### src/rtl/esc_pkg.sv
// Shared ESC PWM constants, decoder state encoding and result payload.
// Drive and receive sides both import this so the pulse/speed mapping stays in one place.
package esc_pkg;

  localparam int unsigned SPEED_W          = 11;
  localparam int unsigned SPEED_MUL        = 3;
  localparam int unsigned PULSE_OFFSET_DEF = 6251;
  localparam int unsigned MAX_HIGH_DEF     = 12800;
  localparam int unsigned STALE_CYC_DEF    = 1000000;

  localparam int unsigned CNT_W = 14;
  localparam int unsigned DIV_W = 13;
  localparam int unsigned REM_W = 2;
  localparam int unsigned WD_W  = 20;

  typedef enum logic [2:0] {
    IDLE,
    MEAS,
    DIV,
    DONE,
    WAIT_LOW
  } dec_state_e;

  typedef struct packed {
    logic [SPEED_W-1:0] speed;
    logic [REM_W-1:0]   rem;
    logic               range_err;
  } dec_result_t;

  // One restoring step of divide-by-3: returns {quotient_bit, new_remainder}.
  function automatic logic [REM_W:0] div3_step(input logic [REM_W-1:0] r, input logic b);
    logic [REM_W:0] t;
    t = {r, b};
    if (t >= 3'd3) return {1'b1, 2'(t - 3'd3)};
    return {1'b0, t[REM_W-1:0]};
  endfunction

endpackage

### src/rtl/esc_pwm_decoder_if.sv
// Decoder pulse input and result bus; master is the decoder, slave is the consumer.
interface esc_pwm_decoder_if;
  import esc_pkg::*;

  logic               pwm_in;
  logic [SPEED_W-1:0] speed;
  logic [REM_W-1:0]   rem;
  logic               vld;
  logic               range_err;
  logic               timeout_err;
  logic               stale;

  modport master (
    input  pwm_in,
    output speed, rem, vld, range_err, timeout_err, stale
  );

  modport slave (
    output pwm_in,
    input  speed, rem, vld, range_err, timeout_err, stale
  );

endinterface

### src/rtl/esc_div3.sv
// Sequential restoring divide-by-3: first bit resolved on start, done pulses 13 cycles later.
module esc_div3
  import esc_pkg::*;
(
  input  logic             clk,
  input  logic             rst_n,
  input  logic             start,
  input  logic [DIV_W-1:0] dividend,
  output logic             done,
  output logic [DIV_W-1:0] quotient,
  output logic [REM_W-1:0] remainder
);

  logic [DIV_W-1:0] dvd_q;
  logic [DIV_W-1:0] quo_q;
  logic [REM_W-1:0] rem_q;
  logic [3:0]       cnt_q;
  logic             busy_q;
  logic             done_q;

  logic [REM_W-1:0] r_in_c;
  logic             b_in_c;
  logic [REM_W:0]   step_c;

  always_comb begin
    r_in_c = start ? '0 : rem_q;
    b_in_c = start ? dividend[DIV_W-1] : dvd_q[DIV_W-1];
    step_c = div3_step(r_in_c, b_in_c);
  end

  always_ff @(posedge clk or negedge rst_n) begin
    if (!rst_n) begin
      dvd_q  <= '0;
      quo_q  <= '0;
      rem_q  <= '0;
      cnt_q  <= '0;
      busy_q <= 1'b0;
      done_q <= 1'b0;
    end else begin
      done_q <= 1'b0;
      if (start) begin
        dvd_q  <= {dividend[DIV_W-2:0], 1'b0};
        quo_q  <= {{(DIV_W-1){1'b0}}, step_c[REM_W]};
        rem_q  <= step_c[REM_W-1:0];
        cnt_q  <= 4'd1;
        busy_q <= 1'b1;
      end else if (busy_q) begin
        dvd_q <= {dvd_q[DIV_W-2:0], 1'b0};
        quo_q <= {quo_q[DIV_W-2:0], step_c[REM_W]};
        rem_q <= step_c[REM_W-1:0];
        cnt_q <= cnt_q + 4'd1;
        if (cnt_q == 4'(DIV_W - 1)) begin
          busy_q <= 1'b0;
          done_q <= 1'b1;
        end
      end
    end
  end

  assign done      = done_q;
  assign quotient  = quo_q;
  assign remainder = rem_q;

endmodule

### src/rtl/esc_pwm_decoder.sv
// ESC PWM receiver: measures pulse high time, recovers the speed command and
// reports range, timeout and staleness status.
module esc_pwm_decoder
  import esc_pkg::*;
#(
  parameter int unsigned PULSE_OFFSET = PULSE_OFFSET_DEF,
  parameter int unsigned MAX_HIGH     = MAX_HIGH_DEF,
  parameter int unsigned STALE_CYC    = STALE_CYC_DEF
) (
  input  logic               clk,
  input  logic               rst_n,
  esc_pwm_decoder_if.master  bus
);

  localparam logic [CNT_W-1:0] OFFSET_C    = CNT_W'(PULSE_OFFSET);
  localparam logic [CNT_W-1:0] MAX_C       = CNT_W'(MAX_HIGH);
  localparam logic [WD_W-1:0]  STALE_C     = WD_W'(STALE_CYC);
  localparam logic [DIV_W-1:0] SPEED_MAX_C = DIV_W'((1 << SPEED_W) - 1);

  logic ps_meta, ps, ps_d;
  logic rise_c, fall_c;

  dec_state_e state_q, state_nxt;
  logic [CNT_W-1:0] cnt_q;
  logic             below_q;
  logic             cnt_load_c, cnt_inc_c, capture_c, emit_c, timeout_c;

  logic             below_c;
  logic [DIV_W-1:0] div_dividend_c;
  logic             div_done;
  logic [DIV_W-1:0] div_quo;
  logic [REM_W-1:0] div_rem;

  dec_result_t      res_q, res_c;
  logic             vld_q, timeout_q, stale_q;
  logic [WD_W-1:0]  wd_q, wd_inc_c;

  // Two-flop synchronizer plus edge-detect delay flop.
  always_ff @(posedge clk or negedge rst_n) begin
    if (!rst_n) begin
      ps_meta <= 1'b0;
      ps      <= 1'b0;
      ps_d    <= 1'b0;
    end else begin
      ps_meta <= bus.pwm_in;
      ps      <= ps_meta;
      ps_d    <= ps;
    end
  end

  assign rise_c = ps & ~ps_d;
  assign fall_c = ~ps & ps_d;

  always_ff @(posedge clk or negedge rst_n) begin
    if (!rst_n) state_q <= IDLE;
    else        state_q <= state_nxt;
  end

  always_comb begin
    state_nxt  = state_q;
    cnt_load_c = 1'b0;
    cnt_inc_c  = 1'b0;
    capture_c  = 1'b0;
    emit_c     = 1'b0;
    timeout_c  = 1'b0;
    case (state_q)
      IDLE: begin
        if (rise_c) begin
          cnt_load_c = 1'b1;
          state_nxt  = MEAS;
        end
      end
      MEAS: begin
        // Timeout wins over a fall seen in the same cycle (W == MAX_HIGH).
        if (cnt_q == MAX_C) begin
          timeout_c = 1'b1;
          state_nxt = WAIT_LOW;
        end else if (fall_c) begin
          capture_c = 1'b1;
          state_nxt = DIV;
        end else if (ps) begin
          cnt_inc_c = 1'b1;
        end
      end
      DIV: begin
        if (div_done) begin
          emit_c    = 1'b1;
          state_nxt = DONE;
        end
      end
      DONE:     state_nxt = IDLE;
      WAIT_LOW: if (!ps) state_nxt = IDLE;
      default:  state_nxt = IDLE;
    endcase
  end

  // Underflow is detected by compare so the subtraction never wraps.
  assign below_c        = cnt_q < OFFSET_C;
  assign div_dividend_c = below_c ? '0 : DIV_W'(cnt_q - OFFSET_C);

  always_ff @(posedge clk or negedge rst_n) begin
    if (!rst_n) begin
      cnt_q   <= '0;
      below_q <= 1'b0;
    end else begin
      if (cnt_load_c)     cnt_q <= CNT_W'(1);
      else if (cnt_inc_c) cnt_q <= cnt_q + CNT_W'(1);
      if (capture_c)      below_q <= below_c;
    end
  end

  esc_div3 u_div3 (
    .clk       (clk),
    .rst_n     (rst_n),
    .start     (capture_c),
    .dividend  (div_dividend_c),
    .done      (div_done),
    .quotient  (div_quo),
    .remainder (div_rem)
  );

  always_comb begin
    res_c.speed     = SPEED_W'(div_quo);
    res_c.rem       = div_rem;
    res_c.range_err = 1'b0;
    if (below_q) begin
      res_c.speed     = '0;
      res_c.rem       = '0;
      res_c.range_err = 1'b1;
    end else if (div_quo > SPEED_MAX_C) begin
      res_c.speed     = SPEED_W'(SPEED_MAX_C);
      res_c.range_err = 1'b1;
    end
  end

  assign wd_inc_c = wd_q + WD_W'(1);

  // Result registers load on the DIV->DONE transition so vld lands in DONE.
  always_ff @(posedge clk or negedge rst_n) begin
    if (!rst_n) begin
      res_q     <= '0;
      vld_q     <= 1'b0;
      timeout_q <= 1'b0;
      wd_q      <= STALE_C;
      stale_q   <= 1'b1;
    end else begin
      vld_q     <= emit_c;
      timeout_q <= timeout_c;
      if (emit_c) res_q <= res_c;
      if (emit_c) begin
        wd_q    <= '0;
        stale_q <= 1'b0;
      end else if (wd_q != STALE_C) begin
        wd_q    <= wd_inc_c;
        stale_q <= (wd_inc_c == STALE_C);
      end
    end
  end

  assign bus.speed       = res_q.speed;
  assign bus.rem         = res_q.rem;
  assign bus.range_err   = res_q.range_err;
  assign bus.vld         = vld_q;
  assign bus.timeout_err = timeout_q;
  assign bus.stale       = stale_q;

endmodule

### src/flat_wrapper.sv
// flat-port wrapper written by rule: the top's interface ports become plain ports
module esc_pwm_decoder_flat import esc_pkg::*;
#(
  parameter int unsigned PULSE_OFFSET = PULSE_OFFSET_DEF,
  parameter int unsigned MAX_HIGH     = MAX_HIGH_DEF,
  parameter int unsigned STALE_CYC    = STALE_CYC_DEF
)
  (clk, rst_n, bus_pwm_in, bus_speed, bus_rem, bus_vld, bus_range_err, bus_timeout_err, bus_stale);
  esc_pwm_decoder_if bus_i ();
  input  logic clk;
  input  logic rst_n;
  input wire logic [$bits(bus_i.pwm_in)-1:0] bus_pwm_in;
  output wire logic [$bits(bus_i.speed)-1:0] bus_speed;
  output wire logic [$bits(bus_i.rem)-1:0] bus_rem;
  output wire logic [$bits(bus_i.vld)-1:0] bus_vld;
  output wire logic [$bits(bus_i.range_err)-1:0] bus_range_err;
  output wire logic [$bits(bus_i.timeout_err)-1:0] bus_timeout_err;
  output wire logic [$bits(bus_i.stale)-1:0] bus_stale;
  assign bus_i.pwm_in = bus_pwm_in;
  assign bus_speed = bus_i.speed;
  assign bus_rem = bus_i.rem;
  assign bus_vld = bus_i.vld;
  assign bus_range_err = bus_i.range_err;
  assign bus_timeout_err = bus_i.timeout_err;
  assign bus_stale = bus_i.stale;
  esc_pwm_decoder #(.PULSE_OFFSET(PULSE_OFFSET), .MAX_HIGH(MAX_HIGH), .STALE_CYC(STALE_CYC)) u_core (.clk(clk), .rst_n(rst_n), .bus(bus_i));
endmodule
### config.mk
export PLATFORM = sky130hd
export DESIGN_NAME = esc_pwm_decoder_flat
export DESIGN_NICKNAME = d
export VERILOG_FILES = /design/src/rtl/esc_pkg.sv /design/src/rtl/esc_pwm_decoder_if.sv /design/src/rtl/esc_div3.sv /design/src/rtl/esc_pwm_decoder.sv /design/src/flat_wrapper.sv
export SDC_FILE = /design/constraint.sdc
export NUM_CORES = 1
export LEC_CHECK = 0
export CAP_MARGIN = 20
export CELL_PAD_IN_SITES_DETAIL_PLACEMENT = 1
export CELL_PAD_IN_SITES_GLOBAL_PLACEMENT = 1
export CORE_MARGIN = 1.5
export CORE_UTILIZATION = 45
export CTS_CLUSTER_SIZE = 12
export DETAILED_ROUTE_END_ITERATION = 10
export PLACE_DENSITY = 0.85
export RECOVER_POWER = 100
export SETUP_SLACK_MARGIN = 0.5
export SYNTH_ARGS = -nofsm -noshare
export SYNTH_HDL_FRONTEND = slang
export SYNTH_SLANG_ARGS = --single-unit
### constraint.sdc
create_clock -name clk -period 3.7 [get_ports clk]
set_input_delay 0.37 -clock clk [delete_from_list [all_inputs] [get_ports clk]]
set_output_delay 0.37 -clock clk [all_outputs]
set_load 0.05 [all_outputs]
==> impl_results.md <==
* Syn Area/Cell at 9.55 µm²
* CTS tree: done
* Worst min path class: flop to flop
* Leak Pwr at roughly 2.4 nW
* Starting Density at between 40% and 50%
* Drt drc at 0
* Synthesis Warnings at 0
* Most frequent cells in the layout: 83 x dfrtp_1, 69 x nor2_1, 49 x nand2_1, 25 x mux2i_1, 23 x xnor2_1
* Sequential cell area at approximately 2300 µm²
* Register-to-Register Setup Slack at 0.63 ns
* Post-detailed-route wirelength per cell at approximately 16 µm
* Worst Setup Start Kind: flop
* Max Cap Viol at 1
* Area delta synth->final at 10.1%
* Final net count at slightly above 500
* Number of buffers created by CTS at 9
* Final Worst Setup Slack at 0.633 ns
* Crit path capture: u_core.bus.stale
* Worst EP required at approximately 4 ns
* Post-synthesis cell area at approximately 4600 µm²
* Die width at roughly 100 µm
* Pin count of the biggest net entering global routing at 76
* RSZ-0062 raised after global routing: false
* Multi-input gate area at between 2000 and 2500 µm²
* Reg2Reg Depth at 6
* PostCTS Resize Cnt at 0
* Skew-Pair Late Insertion Delay at approximately 0.4 ns
* Die Y-Extent at about 100 µm
* Nature of the critical path endpoint: flop
* Share of cells above drive strength 1 at under 10%
* Clk buf depth at 2
* Pwr dens at 606 nW/µm²
* CTS sink cnt at between 90 and 100
* Place WS at roughly 0.65 ns
* Register bit total from synthesis at 91
* Core ar. at a little under 10000 µm²
* Hold Fails Final Rpt at 0
* I/O pins at 20
* Overall routing resource usage at 21.3%
* Syn Nets at 496
* DP HPWL at between 7000 and 8000 µm
* Skew final at 0.0186 ns
* Headroom to the max-slew limit at -22.0%
* Fin crit share at between 80% and 90%
* Slew @ Worst Pin at roughly 1.8 ns
* Max incr delay on CP at about 1.0 ns
* FMAX at approximately 330 MHz
* Pins Over Slew Limit at 76
* Crit path cell chain: nor2_1, nand3_1, clkbuf_1, nand2_1, or4_1, o32ai_2
* Total grt overflow at 0
* Number of iterations in the first detailed-routing pass at 4
* Final Routed Wirelength at 10400 µm
* Row count at 36
* Clk pin slew, worst setup/hold paths at ~0.10 ns
* Critical path class: flop to flop
* Worst reg2reg startpoint: u_core.state_q[2]
* Post-synth top area share at 44.7%
* CP startpoint: u_core.state_q[2]
* Top FF cell, synth: dfrtp_1
* Post-route ant nets at 0
* Dominant cells by area after synthesis: dfrtp_1 45%, nor2_1 5.6%, mux2i_1 5.4%
* Sequential share of the synthesized area at 49.3%
* Failing checks: capacitance limit, slew limit
* # diodes at 0
* Global-route wire length before repair at 18600 µm
* Vias at about 3500
* Post-Syn Instances at ~490
* Worst path slowest cell: clkbuf_1
* CP Max Fanout at 32
* GP Congestion at just under 0.8
* Commonest non-fill, non-tap cell in the layout: dfrtp_1
* 1st-iter DRT viols at between 100 and 150
* Count of final setup violators at 0
* PortBufs at 19
* RR Endpoint: u_core.bus.stale
* Worst hold margin at between 0.3 and 0.4 ns
* Cell accounting for the most synthesized area: dfrtp_1
* Cell variety after synth at between 50 and 60
* Filler cells at between 1000 and 1500
* Synth async-reset ratio at 100%
* Hold-critical path depth at 0
* Worst vdd ir at approximately 0.34 mV
* Die area at ~11000 µm²
* Via density at 5.54
* Initial antenna violation count at 0
* Vias in the first global route at just under 4000
* Arrival time of the worst setup path at between 3 and 4 ns
* Status: finished with violations
* Post-synth EDFFs at 0
* Setup TNS at 0 ns
* Final min period at slightly above 3 ns
* Root buf cell: clkbuf_8
* H-tree levels at 3
[synth_stat cells (all sizes together) (9+ instances only)]
| cell type | instances |
|---|---|
| xnor2 | 23 |
| a21oi | 14 |
| nor2 | 69 |
| inv | 18 |
| and3 | 9 |
| nand3 | 23 |
| nor3 | 13 |
| nand2 | 49 |
| dfrtp | 83 |
| o31ai | 14 |
| mux2i | 25 |
| o21ai | 19 |
| clkbuf | 25 |
| nand4 | 11 |
| xor2 | 13 |
[layout make-up]
| cell class | instances | area share [%] |
|---|---|---|
| multi-input combinational | 349 | 42.5 |
| clock buffer | 9 | 2.42 |
| clock inverter | 7 | 1.20 |
| timing repair buffer | 27 | 4.50 |
| tap | 133 | 3.26 |
| sequential | 91 | 44.7 |
| inverter | 18 | 1.32 |
[where the power goes]
part | total (W) | internal, W | switching [W]
Combinational | 0.000916 | 0.000384 | 0.000532
Clock | 0.000649 | 0.000257 | 0.000392
Sequential | 0.00153 | 0.00122 | 0.000311
[registers in the layout, indices dropped and copies added, names as in the netlist, 2 cells and up]
signal,flops
u_core.bus.rem,2
u_core.bus.speed,11
u_core.cnt_q,14
u_core.state_q,3
u_core.u_div3.cnt_q,4
u_core.u_div3.dvd_q,12
u_core.u_div3.quotient,13
u_core.u_div3.remainder,2
u_core.wd_q,20
[cell families after synthesis]
kind of cell             count (synthesis)  synth area share, %
XOR/XNOR                                36                 6.79
AND/OR/NAND/NOR                        205                 21.9
multiplexers                            25                 5.39
adder cells (fa/ha/maj)                  7                 1.89
AO/OA/AOI/OAI                           76                 10.9
flip-flops                              91                 49.3
buffers and inverters                   46                 3.83
[repair_timing]
action / 4_1_cts / 5_1_grt
setup buffers: 0 / 2
hold buffers: 0 / 0
endpoints found under the hold margin: 0 / 0
setup endpoints to repair: 0 / 1
[how the worst min path moves through the flow]
stage                         startpoint              to  slack, ns
after floorplan                    rst_n  u_core.below_q       0.07
after global placement    u_core.ps_meta       u_core.ps       0.33
after detailed placement  u_core.ps_meta       u_core.ps       0.35
after CTS                          rst_n  u_core.wd_q[7]       0.14
after global routing      u_core.ps_meta       u_core.ps       0.38
final                     u_core.ps_meta       u_core.ps       0.36
[worst max-delay path, delay by kind of cell, from the launching register on]
kind | cells | cell delay, ns
simple gates | 4 | 1.26
flops | 1 | 0.44
buf+inv | 1 | 1.02
compound gates | 1 | 0.28
[through the flow]
step	cells	cell area [µm²]	util [%]	total power, W
after global routing	634	5110	51.6	0.00333
after floorplan	486	4640	-	0.00220
after detailed placement	616	4930	49.8	0.00249
final	634	5110	51.6	0.00310
after CTS	632	5120	51.6	0.00314
after global placement	616	4930	49.8	0.00242
[routing by layer]
metal  GRT usage [%]  routed length, µm  part of all wire [%]  up-vias
met3            5.68                283                   2.7       18
met2            36.2               5140                    49       43
met4            6.56                184                   1.8        0
met1            26.4               4780                    46     1741
met5               0                  0                     0        -
li1                -                  -                     -     1709
(Power assumes the default switching activity.)
